`config.mk`:
```
export PLATFORM = sky130hd
export DESIGN_NAME = bfly_stage_flat
export DESIGN_NICKNAME = d
export VERILOG_FILES = /design/src/rtl/bfly_stage_pkg.sv /design/src/rtl/bfly_stage_if.sv /design/src/rtl/bfly_stage_lane.sv /design/src/rtl/bfly_stage.sv /design/src/flat_wrapper.sv
export SDC_FILE = /design/constraint.sdc
export NUM_CORES = 2
export LEC_CHECK = 0
export ABC_AREA = 1
export ABC_CLOCK_PERIOD_IN_PS = 2750
export CORE_AREA = 4 4 615 617
export CTS_CLUSTER_DIAMETER = 60
export DETAILED_ROUTE_END_ITERATION = 8
export DIE_AREA = 0 0 619 621
export GPL_ROUTABILITY_DRIVEN = 0
export PLACE_DENSITY_LB_ADDON = 0.12
export RECOVER_POWER = 25
export SYNTH_ARGS = -nofsm -noshare
export SYNTH_HDL_FRONTEND = slang
export SYNTH_HIERARCHICAL = 1
export SYNTH_SLANG_ARGS = --single-unit
```
`constraint.sdc`:
```
create_clock -name clk -period 2.75 [get_ports clk]
set_input_delay 0.6875 -clock clk [delete_from_list [all_inputs] [get_ports clk]]
set_output_delay 0.6875 -clock clk [all_outputs]
set_load 0.02 [all_outputs]
```
`src/rtl/bfly_stage_pkg.sv`:
```
// Shared constants, phase type and helpers for the radix-2 DIF butterfly stage.
// Imported by the interface, the lane and the top.
package bfly_stage_pkg;

    localparam int DEF_WIDTH    = 12;
    localparam int DEF_NUM_PAIR = 16;
    localparam int DEF_CNT_W    = $clog2(2 * DEF_NUM_PAIR);

    typedef enum logic {
        SUM_HALF  = 1'b0,
        DIFF_HALF = 1'b1
    } phase_t;

    // Beat counter width for a block of 2*np beats.
    function automatic int cnt_width(input int np);
        return $clog2(2 * np);
    endfunction

    // Treat the low w bits of v as a two's-complement value and sign-extend to 32 bits.
    function automatic logic signed [31:0] sext(input logic [31:0] v, input int w);
        return $signed(v << (32 - w)) >>> (32 - w);
    endfunction

endpackage

```
`src/rtl/bfly_stage_if.sv`:
```
// Beat bus of the butterfly stage: NUM_PAIR complex lanes in, registered
// sum/difference lanes and the twiddle enable out.
interface bfly_stage_if
    import bfly_stage_pkg::*;
#(
    parameter int WIDTH    = DEF_WIDTH,
    parameter int NUM_PAIR = DEF_NUM_PAIR
);

    logic                    bfly_valid;
    logic signed [WIDTH-1:0] din_re        [NUM_PAIR];
    logic signed [WIDTH-1:0] din_im        [NUM_PAIR];
    logic signed [WIDTH-1:0] shift_data_re [NUM_PAIR];
    logic signed [WIDTH-1:0] shift_data_im [NUM_PAIR];
    logic signed [WIDTH:0]   bfly_sum_re   [NUM_PAIR];
    logic signed [WIDTH:0]   bfly_sum_im   [NUM_PAIR];
    logic signed [WIDTH:0]   bfly_diff_re  [NUM_PAIR];
    logic signed [WIDTH:0]   bfly_diff_im  [NUM_PAIR];
    logic                    twiddle_valid;

    modport master (
        output bfly_valid, din_re, din_im, shift_data_re, shift_data_im,
        input  bfly_sum_re, bfly_sum_im, bfly_diff_re, bfly_diff_im, twiddle_valid
    );

    modport slave (
        input  bfly_valid, din_re, din_im, shift_data_re, shift_data_im,
        output bfly_sum_re, bfly_sum_im, bfly_diff_re, bfly_diff_im, twiddle_valid
    );

endinterface

```
`src/rtl/bfly_stage_lane.sv`:
```
// One complex butterfly lane: registered full-precision shift+din and shift-din,
// loaded only when en is high.
module bfly_lane
    import bfly_stage_pkg::*;
#(
    parameter int WIDTH = DEF_WIDTH
) (
    input  logic                    clk,
    input  logic                    rst,
    input  logic                    en,
    input  logic signed [WIDTH-1:0] din_re,
    input  logic signed [WIDTH-1:0] din_im,
    input  logic signed [WIDTH-1:0] sh_re,
    input  logic signed [WIDTH-1:0] sh_im,
    output logic signed [WIDTH:0]   sum_re_p1,
    output logic signed [WIDTH:0]   sum_im_p1,
    output logic signed [WIDTH:0]   diff_re_p1,
    output logic signed [WIDTH:0]   diff_im_p1
);

    function automatic logic signed [WIDTH:0] ext(input logic signed [WIDTH-1:0] v);
        return (WIDTH + 1)'(sext({{(32 - WIDTH){1'b0}}, v}, WIDTH));
    endfunction

    // p0 -> p1: one extra bit of headroom makes every sum and difference exact
    always_ff @(posedge clk) begin
        if (rst) begin
            sum_re_p1  <= '0;
            sum_im_p1  <= '0;
            diff_re_p1 <= '0;
            diff_im_p1 <= '0;
        end else if (en) begin
            sum_re_p1  <= ext(sh_re) + ext(din_re);
            sum_im_p1  <= ext(sh_im) + ext(din_im);
            diff_re_p1 <= ext(sh_re) - ext(din_re);
            diff_im_p1 <= ext(sh_im) - ext(din_im);
        end
    end

endmodule

```
`src/rtl/bfly_stage.sv`:
```
// Radix-2 DIF butterfly array: NUM_PAIR independent lanes plus a beat counter
// that flags the difference half of each 2*NUM_PAIR-beat block for the twiddle stage.
module bfly_stage
    import bfly_stage_pkg::*;
#(
    parameter int WIDTH    = DEF_WIDTH,
    parameter int NUM_PAIR = DEF_NUM_PAIR
) (
    input logic         clk,
    input logic         rst,
    bfly_stage_if.slave bus
);

    localparam int               CNT_W    = cnt_width(NUM_PAIR);
    localparam logic [CNT_W-1:0] CNT_LAST = CNT_W'(2 * NUM_PAIR - 1);
    localparam logic [CNT_W-1:0] CNT_HALF = CNT_W'(NUM_PAIR);

    logic [CNT_W-1:0]      cnt_p0;
    phase_t                phase_p0;
    logic                  vld_p1;
    logic signed [WIDTH:0] sum_re_p1  [NUM_PAIR];
    logic signed [WIDTH:0] sum_im_p1  [NUM_PAIR];
    logic signed [WIDTH:0] diff_re_p1 [NUM_PAIR];
    logic signed [WIDTH:0] diff_im_p1 [NUM_PAIR];

    always_comb begin
        phase_p0 = SUM_HALF;
        if (cnt_p0 >= CNT_HALF) phase_p0 = DIFF_HALF;
    end

    // p0 -> p1: counter only moves on valid beats, so gaps freeze the block position
    always_ff @(posedge clk) begin
        if (rst) begin
            cnt_p0 <= '0;
            vld_p1 <= 1'b0;
        end else begin
            vld_p1 <= bus.bfly_valid && (phase_p0 == DIFF_HALF);
            if (bus.bfly_valid) cnt_p0 <= (cnt_p0 == CNT_LAST) ? '0 : cnt_p0 + CNT_W'(1);
        end
    end

    for (genvar i = 0; i < NUM_PAIR; i++) begin : g_lane
        bfly_lane #(.WIDTH(WIDTH)) u_lane (
            .clk        (clk),
            .rst        (rst),
            .en         (bus.bfly_valid),
            .din_re     (bus.din_re[i]),
            .din_im     (bus.din_im[i]),
            .sh_re      (bus.shift_data_re[i]),
            .sh_im      (bus.shift_data_im[i]),
            .sum_re_p1  (sum_re_p1[i]),
            .sum_im_p1  (sum_im_p1[i]),
            .diff_re_p1 (diff_re_p1[i]),
            .diff_im_p1 (diff_im_p1[i])
        );
    end

    assign bus.bfly_sum_re   = sum_re_p1;
    assign bus.bfly_sum_im   = sum_im_p1;
    assign bus.bfly_diff_re  = diff_re_p1;
    assign bus.bfly_diff_im  = diff_im_p1;
    assign bus.twiddle_valid = vld_p1;

endmodule

```
`src/flat_wrapper.sv`:
```
// flat-port wrapper written by rule: the top's interface ports become plain ports
module bfly_stage_flat import bfly_stage_pkg::*;
#(
    parameter int WIDTH    = DEF_WIDTH,
    parameter int NUM_PAIR = DEF_NUM_PAIR
)
  (clk, rst, bus_bfly_valid, bus_din_re, bus_din_im, bus_shift_data_re, bus_shift_data_im, bus_bfly_sum_re, bus_bfly_sum_im, bus_bfly_diff_re, bus_bfly_diff_im, bus_twiddle_valid);
  bfly_stage_if #(.WIDTH(WIDTH), .NUM_PAIR(NUM_PAIR)) bus_i ();
  input logic clk;
  input logic rst;
  input wire logic [$bits(bus_i.bfly_valid)-1:0] bus_bfly_valid;
  input wire logic [$bits(bus_i.din_re)-1:0] bus_din_re;
  input wire logic [$bits(bus_i.din_im)-1:0] bus_din_im;
  input wire logic [$bits(bus_i.shift_data_re)-1:0] bus_shift_data_re;
  input wire logic [$bits(bus_i.shift_data_im)-1:0] bus_shift_data_im;
  output wire logic [$bits(bus_i.bfly_sum_re)-1:0] bus_bfly_sum_re;
  output wire logic [$bits(bus_i.bfly_sum_im)-1:0] bus_bfly_sum_im;
  output wire logic [$bits(bus_i.bfly_diff_re)-1:0] bus_bfly_diff_re;
  output wire logic [$bits(bus_i.bfly_diff_im)-1:0] bus_bfly_diff_im;
  output wire logic [$bits(bus_i.twiddle_valid)-1:0] bus_twiddle_valid;
  assign bus_i.bfly_valid = bus_bfly_valid;
  assign bus_i.din_re = {>>{bus_din_re}};
  assign bus_i.din_im = {>>{bus_din_im}};
  assign bus_i.shift_data_re = {>>{bus_shift_data_re}};
  assign bus_i.shift_data_im = {>>{bus_shift_data_im}};
  assign bus_bfly_sum_re = {>>{bus_i.bfly_sum_re}};
  assign bus_bfly_sum_im = {>>{bus_i.bfly_sum_im}};
  assign bus_bfly_diff_re = {>>{bus_i.bfly_diff_re}};
  assign bus_bfly_diff_im = {>>{bus_i.bfly_diff_im}};
  assign bus_twiddle_valid = bus_i.twiddle_valid;
  bfly_stage #(.WIDTH(WIDTH), .NUM_PAIR(NUM_PAIR)) u_core (.clk(clk), .rst(rst), .bus(bus_i));
endmodule
```
# --- Yosys cells after proc, flatten, opt, wreduce, memory -nomap -nowiden ---
# Index checks and enable logic that the tools add are counted.
classes:
  add_sub_neg: 65
  div: 0
  eq_ne: 1
  magnitude_cmp: 1
  reduce_logical: 1
  bitwise: 0
  n_mul: 0
  shift: 0
  mux: 2
op_table:
  columns: ["operator", "n"]
  rows:
  - ["adder 12 x 12 -> 13 bit", 32]
  - ["subtractor 12 x 12 -> 13 bit", 32]
  - ["adder 5 x 1 -> 5 bit, second input constant", 1]
  - ["== test 5 bit, second input constant", 1]
  - ["greater-or-equal comparator 5 bit, second input constant", 1]
  - ["2-to-1 mux 5 bit", 1]
  - ["logical AND 1 bit", 1]
  - ["2-to-1 mux 1 bit", 1]
word_totals:
  ff_bits: 838
  out_inout_bits: 833
  rom_bits: 0
  word_cells: 136
  n_memories: 0
  latchBits: 0
  in_bits: 771
  mem_bits_rw: 0

# --- Depth between registers and ports, before layout ---
logic_depth:
  word_depth: 3
  mapped_depth: 14
  depth_no_buf: 13

# --- By module ---
# The synthesis kept the hierarchy.
by_module_without_submodules:
  columns: ["module", "n_inst", "cells_per_inst", "area_per_inst_um2", "seq_area_each_um2"]
  rows:
  - ["bfly_lane (u_core.g_lane[4].u_lane ...)", 6, 849, 4924.7, 1001.0]
  - ["bfly_lane (u_core.g_lane[10].u_lane ...)", 5, 846, 4903.5, 1001.0]
  - ["bfly_lane (u_core.g_lane[0].u_lane ...)", 4, 847, 4875.9, 1001.0]
  - ["bfly_lane (u_core.g_lane[3].u_lane)", 1, 845, 4907.2, 1001.0]
  - ["bfly_stage", 1, 33, 265.3, 120.1]

# --- Worst setup path after synthesis ---
# Ideal clock, no wire load.
synth_timing:
  kind: "input to register"
  from: "in bus_shift_data_re[180]"
  to: "reg u_core.g_lane[0].u_lane.diff_re_p1[12]"
  required_time_ns: 2.641
  slack_ns: 0.681
  setup_time_ns: 0.109
  path_buffers: 0
  stages: 13
  arrival_ns: 1.960
  path_cell_list: "inv_1 ha_1 fa_1 inv_1 nand3_1 nand3_1 nand2_1 nand2_1 nand2_1 nand2_1 nand3_1 nand2_1 inv_1"
synth_between:
  elab_chain_len: 1
synth_rtl:
  columns: ["item", "line_no", "text"]
  rows:
  - ["start, declared", "flat_wrapper.sv:14", "input wire logic [$bits(bus_i.shift_data_re)-1:0] bus_shift_data_re;"]
  - ["subtractor 12 x 12 -> 13 bit", "bfly_stage_lane.sv:35", "diff_re_p1 <= ext(sh_re) - ext(din_re);"]
  - ["end signal, assigned", "bfly_stage_lane.sv:35", null]
  - ["end, declared", "bfly_stage_lane.sv:17", "output logic signed [WIDTH:0] diff_re_p1,"]
# No other way between the ends.
# A chain may end at the register's enable or synchronous reset.

# --- Worst setup path after layout ---
layout_timing:
  from: "reg u_core.g_lane[6].u_lane.diff_re_p1[8]"
  to: "out bus_bfly_diff_re[125]"
layout_lines:
  columns: ["item", "line_no", "text"]
  rows:
  - ["start, declared", "bfly_stage_lane.sv:17", null]
  - ["start signal, assigned", "bfly_stage_lane.sv:35", null]
  - ["end, declared", "flat_wrapper.sv:18", "output wire logic [$bits(bus_i.bfly_diff_re)-1:0] bus_bfly_diff_re;"]
# No word-level cell between the ends.

==> results.py <==
metrics = {
    "synth": {
        "ys_seq_area_share_pct": 20.5,
        "synth.mux.area_fraction_pct": 0,
        "synth_fa_ha_area_share_pct": 13.9,
        "yosys.area_share.simple_pct": 39.3,
        "synth.most_common_cell": "nand2_1",
        "ys.flop_type": "dfxtp_1",
        "syn_inst": 13600,
        "synth_largest_area_cell": "dfxtp_1",
        "synth_top_family_by_area": "simple AND/OR/NAND/NOR gates",
        "yosys.cell_types.count": 35,
        "synth_xor_xnor_area_share_pct": 1.68,
        "yosys_warnings": 6,
        "ys_top_cells_by_area": "dfxtp_1 (20%), nand2_1 (17%), inv_1 (13%), ha_1 (12%), nor2_1 (10%)",
        "synth_common_cells": "nand2_1 (3643), inv_1 (2761), nor2_1 (2120)",
        "synth-edff-count": 0,
        "ys_seq_elements": 806,
        "ys_async_sr_fraction_pct": 0,
        "syn_area_um2": 78700,
        "synth_nets": 15200,
        "syn_area_per_cell_um2": 5.79,
        "synth_compound_area_share_pct": 6.72,
        "synth_top_area_share_pct": 20.5,
    },
    "clock_network": {
        "clockBufferDepth": 4,
        "hold_buffers": 0,
        "cts.sinks": 806,
        "ctsResizeCount": 104,
        "tritoncts.num_buffers": 164,
        "cts_htree_levels": 4,
        "cts_tree": "yes",
        "cts_root_buffer": "clkbuf_16",
        "post_cts_buffers": 0,
        "clk_pin_slew_ns": 0.05,
        "insertion_delay_ns": 0.80,
    },
    "worst_setup_path": {
        "max_stage_delay_ns": 0.79,
        "cp_num_buf_inv": 1,
        "critical_path_class": "reg2out",
        "worst_setup_path_end_kind": "output port",
        "critPathArrivalTime_ns": 1.96,
        "crit_chain": "clkdlybuf4s50_1",
        "cp.required_ns": 2.06,
        "start_kind": "flop",
        "critPathMaxFanout": 2,
        "slowest_stage": "clkdlybuf4s50_1",
        "path_delay_family": "buffers and inverters",
    },
    "timing": {
        "clock_skew_ns": 0.00540,
        "tns_ns": 0,
        "max_slew_margin_pct": 13.1,
        "worst-slew-pin-transition_ns": 1.30,
        "drv_slew": 0,
        "fmax_mhz": 378,
        "finalCriticalPeriod_ns": 2.65,
        "holdWs_ns": 0.400,
        "hold_violations": 0,
        "fin_crit_sh_pct": 96.3,
        "rsz0062_at_grt": "no",
        "setup_viol": 0,
    },
    "routing": {
        "drc": 0,
        "wl_mm": 404,
        "vias": 86600,
        "drt_pass1_iterations": 6,
        "wl_per_cell_um": 19.5,
        "drt_iter0_drc": 4971,
        "ant_nets": 0,
        "vias_per_cell": 4.18,
    },
    "power": {
        "total_power_mw": 53.8,
        "power_density_nw_per_um2": 494,
        "static-leakage-power_nw": 59.3,
        "peakVddDrop_mv": 0.444,
    },
    "finish": {
        "area_growth_pct": 38.3,
        "layout.cells.non_filler": 20700,
        "fillers": 42200,
        "drive_gt1_share_pct": 7.34,
        "final_net_count": 17200,
        "fin_util_pct": 29.3,
    },
    "global_routing": {
        "grt_use_met1_pct": 23.6,
        "antenna_found_initial": 193,
        "grt.busiest_layer": "met2",
        "grt_max_degree": 56,
        "grtUsageMet3_pct": 4.67,
        "track_usage_pct": 20.1,
        "grt_pass1_vias": 84100,
        "grtUsageMet2_pct": 36.1,
        "overflow": 0,
        "grt_pass1_wl_mm": 579,
    },
    "die": {
        "fp.dieH_um": 621,
        "rows": 224,
        "coreArea_um2": 372000,
        "die_w_um": 619,
        "start_util_pct": 21.2,
        "dieArea_um2": 384000,
        "io_pins": 1604,
    },
    "run_status": {
        "outcome": "finished, final reports clean",
    },
    "placement": {
        "dp_cells": 20400,
        "dpl.hpwl_mm": 345,
        "port_buffers": 1603,
    },
    "min_path": {
        "hold_path_class": "in2reg",
    },
    "run": {
        "cap_violations": 0,
    },
}
[metrics by stage]
step                      cell area (µm²)  setup WS, ns
after detailed placement           104000        -0.187
after CTS                          109000       0.00162
final                              109000         0.101
after global placement             104000        -0.194
after floorplan                     78700         0.681
after global routing               109000       0.00120
[per-layer routing]
layer | part of all wire (%) | vias to the layer above
met5 | 0.13 | -
met4 | 2.9 | 80
met3 | 6.2 | 591
met2 | 49 | 1968
met1 | 41 | 38600
li1 | - | 45400
[flip-flops by register name, summed over array words and instances (netlist names)]
name / count
u_core/cnt_p0: 5
u_core/bus.twiddle_valid: 1
u_core/g_lane.u_lane/diff_re_p1: 192
u_core/g_lane.u_lane/sum_re_p1: 208
u_core/g_lane.u_lane/sum_im_p1: 192
u_core/g_lane.u_lane/diff_im_p1: 208
[where the power goes]
part	total, mW	internal [mW]	switching [mW]
sequential	13.6	12.8	0.773
combinational	19.7	7.88	11.8
clock	20.5	12.8	7.67
[path summary, 6_finish.rpt]
kind,startpoint,endpoint,slack (ns),depth (start not counted)
worst max-delay path,u_core/g_lane[6].u_lane/diff_re_p1[8],bus_bfly_diff_re[125],0.10,1
worst min-delay path,bus_bfly_valid,u_core/g_lane[13].u_lane/sum_im_p1[10],0.40,4
worst max register to register,u_core/cnt_p0[0],u_core/cnt_p0[2],1.32,6
worst min register to register,u_core/cnt_p0[4],u_core/bus.twiddle_valid,0.47,2
[cells in the final DEF, fill, tap and decap left out, types with 16 or more instances in the layout]
cell type,n
xnor2_1,64
inv_2,30
buf_4,697
nor2_1,2122
a21oi_1,369
o21ai_0,347
clkbuf_1,39
ha_1,770
buf_12,36
o211ai_1,141
clkinvlp_4,21
nor3_1,70
nand2_1,3643
o21bai_1,19
inv_6,16
dlygate4sd2_1,100
clkinv_2,17
clkbuf_16,166
inv_1,2761
nand4_1,303
xor2_1,87
clkdlybuf4s50_1,1478
or2_1,43
dfxtp_1,802
nand3_1,1252
clkbuf_8,25
a21oi_2,53
fa_1,64
diode_2,61
nor2_2,16
[logic make-up after synthesis]
group | Yosys count
buf+inv | 3361
xor+xnor | 151
compound gates | 934
fa+ha+maj | 834
flops | 806
simple gates | 7504
[final cells by class]
type / count / area [µm²] / area share [%]
sequential: 806 / 16100 / 14.8
clock inverter: 81 / 941 / 0.864
clock buffer: 210 / 4570 / 4.19
tap: 4972 / 6220 / 5.71
inverter: 2791 / 10500 / 9.62
multi-input combinational: 9423 / 48500 / 44.5
timing repair buffer: 2362 / 22000 / 20.2
antenna: 61 / 153 / 0.140
Power figures use the tool's default switching activity.
